### src/rtl/regfile_rd_port.sv
// Register file with one synchronous write port and two registered read ports.
// Each read port has a write-through bypass. Stall holds the output stage.
// Reads of an index >= NREGS return zero. With ZERO_R0=1, register 0 reads as zero.
module regfile_rd_port #(
  parameter int DATA_W  = 16,
  parameter int NREGS   = 16,
  parameter bit ZERO_R0 = 1'b0,
  localparam int SEL_W  = $clog2(NREGS)
) (
  input  logic              clk,
  input  logic              rst,
  input  logic              wr_en,
  input  logic [SEL_W-1:0]  wr_sel,
  input  logic [DATA_W-1:0] wr_data,
  input  logic              rd_valid_in,
  input  logic [SEL_W-1:0]  rd_sel_a,
  input  logic [SEL_W-1:0]  rd_sel_b,
  input  logic              stall,
  output logic [DATA_W-1:0] rd_data_a,
  output logic [DATA_W-1:0] rd_data_b,
  output logic              rd_valid_out
);

  logic [DATA_W-1:0] regs [NREGS];
  logic              wr_ok;
  logic [DATA_W-1:0] sel_val_a;
  logic [DATA_W-1:0] sel_val_b;
  logic              accept;

  // The register index must be in range. Register 0 is read-only when it is hardwired to zero.
  function automatic logic sel_in_range(input logic [SEL_W-1:0] s);
    return int'(s) < NREGS;
  endfunction

  // Selected value, in priority order: out of range, then hardwired zero, then bypass, then the array.
  function automatic logic [DATA_W-1:0] sel_value(input logic [SEL_W-1:0] s);
    logic [DATA_W-1:0] v;
    v = '0;
    if (!sel_in_range(s))
      v = '0;
    else if (ZERO_R0 && (s == '0))
      v = '0;
    else if (wr_en && (wr_sel == s))
      v = wr_data;
    else
      v = regs[s];
    return v;
  endfunction

  // Qualify the write strobe. Writes are dropped for an out-of-range index and for a hardwired r0.
  always_comb begin
    wr_ok = wr_en && sel_in_range(wr_sel) && !(ZERO_R0 && (wr_sel == '0));
  end

  // Read-port selectors with write-through bypass
  always_comb begin
    sel_val_a = sel_value(rd_sel_a);
    sel_val_b = sel_value(rd_sel_b);
    accept    = rd_valid_in && !stall;
  end

  // Register array. Writes ignore stall, and reset clears every entry.
  always_ff @(posedge clk) begin
    if (rst) begin
      for (int i = 0; i < NREGS; i++) regs[i] <= '0;
    end else if (wr_ok) begin
      regs[wr_sel] <= wr_data;
    end
  end

  // Output stage. It captures data on an accepted request and drops valid when idle.
  // Stall freezes the whole stage.
  always_ff @(posedge clk) begin
    if (rst) begin
      rd_data_a    <= '0;
      rd_data_b    <= '0;
      rd_valid_out <= 1'b0;
    end else if (!stall) begin
      if (accept) begin
        rd_data_a    <= sel_val_a;
        rd_data_b    <= sel_val_b;
        rd_valid_out <= 1'b1;
      end else begin
        rd_valid_out <= 1'b0;
      end
    end
  end

endmodule

### config.mk
export PLATFORM = sky130hd
export DESIGN_NAME = regfile_rd_port
export DESIGN_NICKNAME = d
export VERILOG_FILES = /design/src/rtl/regfile_rd_port.sv
export SDC_FILE = /design/constraint.sdc
export NUM_CORES = 1
export LEC_CHECK = 0
export ABC_AREA = 1
export CAP_MARGIN = 0
export CORE_MARGIN = 2
export CORE_UTILIZATION = 54
export DETAILED_ROUTE_END_ITERATION = 8
export HOLD_SLACK_MARGIN = 0.15
export PLACE_DENSITY = 0.69
export REMOVE_ABC_BUFFERS = 1
export SLEW_MARGIN = 25
export SYNTH_ARGS = -nofsm -noshare
export SYNTH_HDL_FRONTEND = slang
export SYNTH_SLANG_ARGS = --single-unit
### constraint.sdc
create_clock -name clk -period 2.2 [get_ports clk]
set_clock_uncertainty 0.2 [all_clocks]
set_input_delay 0.22 -clock clk [delete_from_list [all_inputs] [get_ports clk]]
set_output_delay 0.22 -clock clk [all_outputs]
set_load 0.01 [all_outputs]
==> results.json <==
{
  "finalSetupViolations": 0,
  "holdPathEnd": "rd_valid_out",
  "dp.cells": 2528,
  "numCtsBuffers": 34,
  "die_area_um2": 31300,
  "io_buffers": 65,
  "r2r_start": "regs[5][7]",
  "postLayoutCoreUtil": 0.649,
  "clk_pin_slew_worst_paths_ns": 0.06,
  "area_growth_pct": 19.0,
  "p_per_area_nw_per_um2": 763,
  "cts_root_buf": "clkbuf_16",
  "via_count": 15100,
  "finalNonFillerCells": 2591,
  "cts_tree": "built",
  "synth_cell_types": 25,
  "fillers": 2533,
  "avgSynthCellArea_um2": 7.67,
  "grt_pass1_wl_um": 80500,
  "drive_gt1_frac": 0.0913,
  "hold_viol": 0,
  "n_antenna_cell": 0,
  "drtIter0Drc": 2116,
  "yosysWarnings": 0,
  "end_kind": "primary output",
  "outcome": "completed",
  "crit_path_cell_trace": "clkdlybuf4s50_1",
  "slowest_delay_ns": 0.61,
  "synth_top_flop_cell": "edfxtp_1",
  "hold_depth": 3,
  "syn_inst": 2102,
  "clk_path_buf_depth": 3,
  "gp_congestion": 0.977,
  "ys_top_cells_by_count": "nand2_1, nor2_1, nand3_1",
  "synthArstFlopShare": 0,
  "wirelength_um": 53000,
  "clockPowerShare": 0.419,
  "grt_max_degree": 86,
  "synth_area_um2": 16100,
  "globalRouteTotalUtil": 0.339,
  "hp-start": "stall",
  "tightest_slew_ns": 0.516,
  "r2r_slack_ns": 0.70,
  "initial_utilization": 0.546,
  "io_pins": 66,
  "hpwl_um": 36300,
  "path_buf_inv": 1,
  "swShare": 0.259,
  "rows": 63,
  "p_sw_mw": 3.80,
  "power.leakage_nw": 8.52,
  "yosysTopAreaCell": "edfxtp_1",
  "drc": 0,
  "ff2ff_path_depth": 8,
  "first_pass_iters": 7,
  "intPower_mw": 10.9,
  "nNetsFinal": 2208,
  "grt_setup_unrepaired": "no",
  "slew_headroom": 0.654,
  "ys_seq_elements": 289,
  "grt_pass1_vias": 14000,
  "share_seq_of_total_power": 0.439,
  "die_h_um": 177,
  "vdd_drop_max_uv": 625,
  "grt_antenna_before_repair": 0,
  "design.core.area_um2": 29600,
  "period_needed_ns": 2.03,
  "critPathArrivalTime_ns": 1.61,
  "critPathSlowestCell": "clkdlybuf4s50_1",
  "grt-ovfl-total": 0,
  "critPathKind": "reg -> out",
  "worstPathMaxFanout": 2,
  "synth-edff-count": 256,
  "cts.sinks": 289,
  "pwr-share-comb": 0.142,
  "synth_area_leaders": "edfxtp_1, nand2_1, nand3_1",
  "r2r_end": "rd_data_a[7]",
  "required_ns": 1.78,
  "start_kind": "flip-flop",
  "max_freq_mhz": 493,
  "finalCritPeriodShare": 0.922,
  "insertion_delay_ns": 0.52,
  "yosysSeqAreaShare": 0.518,
  "die_w_um": 177,
  "ant_nets": 0,
  "slew_violations": 0,
  "yosysMostFrequentCell": "nand2_1",
  "cp_top_family": "buffers and inverters",
  "via_per_inst": 5.82,
  "yosysTopAreaCellShare": 0.477,
  "post_drt_wl_per_cell_um": 20.5,
  "maxCapViolations": 0,
  "ctsHtreeMaxLevel": 2,
  "min_path_type": "in -> reg"
}
==> area by class of cell <==
class                           count  area, µm²  share of cell area
Multi-Input combinational cell   1404       6190               0.323
Clock buffer                       44       1010              0.0529
Clock inverter                     18        216              0.0113
Tap cell                          390        488              0.0254
Inverter                          256        961              0.0501
Sequential cell                   289       8350               0.435
Timing Repair Buffer              190       1970               0.103
==> flip-flops by register name, summed over array words and instances (netlist names) <==
register and cells:
regs 256, rd_valid_out 1, rd_data_b 16, rd_data_a 16
==> tightest hold or removal path: cells and delay by family <==
family,cells,cell delay (ns)
AND/OR/NAND/NOR,1,0.10
AO/OA/AOI/OAI,1,0.06
buffers and inverters,1,0.46
==> per-stage QoR <==
step | instance area [µm²] | hold WS, ns | total power [mW] | setup slack [ns] | setup TNS [ns]
after floorplan | 15500 | 0.0891 | 7.49 | -0.596 | -30.73
after global placement | 17900 | 0.250 | 8.54 | -0.0370 | -0.183
after detailed placement | 17900 | 0.257 | 8.57 | -0.0336 | -0.404
after CTS | 19200 | 0.155 | 14.6 | 0.193 | 0
after global routing | 19200 | 0.206 | 15.1 | 0.159 | 0
final | 19200 | 0.180 | 14.7 | 0.172 | 0
==> per-layer routing <==
metal	up-vias	share of wire	global-route usage
li1	6980	-	-
met1	7042	0.38	0.448
met2	926	0.47	0.548
met3	141	0.11	0.0735
met4	0	0.039	0.130
met5	-	0	0
==> repair_timing <==
action                                  CTS  global route
endpoints found under the setup margin    0             0
gates resized for setup                   0             0
setup buffers                             0             0
endpoints found under the hold margin     1             0
hold buffers                              1             0
==> cell usage in the layout, fill, tap and decap left out, drive strengths merged <==
cell type and n:
a21oi 62, buf 128, bufinv 5, clkbuf 44, clkdlybuf4s50 61, clkinv 28, clkinvlp 1, dfxtp 33
dlygate4sd3 1, edfxtp 256, inv 240, nand2 496, nand3 352, nand4 13, nor2 352, nor3 7
o211ai 51, o21ai 61, o21bai 7, o22ai 1, xnor2 1, xor2 1
==> worst max path at each step <==
stage	from	endpoint	slack, ns	cells past startpoint
floorplan	rd_valid_in	rd_data_a[11]	-0.60	6
global placement	rd_sel_b[3]	rd_data_b[13]	-0.04	7
detailed placement	wr_sel[2]	regs[2][2]	-0.03	7
CTS	rd_data_a[11]	rd_data_a[11]	0.19	1
global route	rd_data_b[14]	rd_data_b[14]	0.16	1
finish	rd_data_b[3]	rd_data_b[3]	0.17	1
==> logic make-up (layout without fill, tap and decap cells) <==
| logic type | after synthesis | count (layout) | synth area share |
|---|---|---|---|
| AOI/OAI and AO/OA | 182 | 182 | 0.0656 |
| xor gates and xnor gates | 2 | 2 | 0.00109 |
| buffers and inverters | 409 | 508 | 0.0989 |
| DFF | 289 | 289 | 0.518 |
| and+or+nand+nor | 1220 | 1220 | 0.317 |
==> power groups by stage <==
stage / combinational (mW) / clock, mW / sequential (mW)
finish: 2.08 / 6.13 / 6.43
global route: 2.26 / 6.36 / 6.46
CTS: 2.04 / 6.17 / 6.43
detailed placement: 2.03 / 0 / 6.54
global placement: 2.01 / 0 / 6.53
floorplan: 0.986 / 0 / 6.50
No activity file was read; power rests on OpenSTA's default activity.
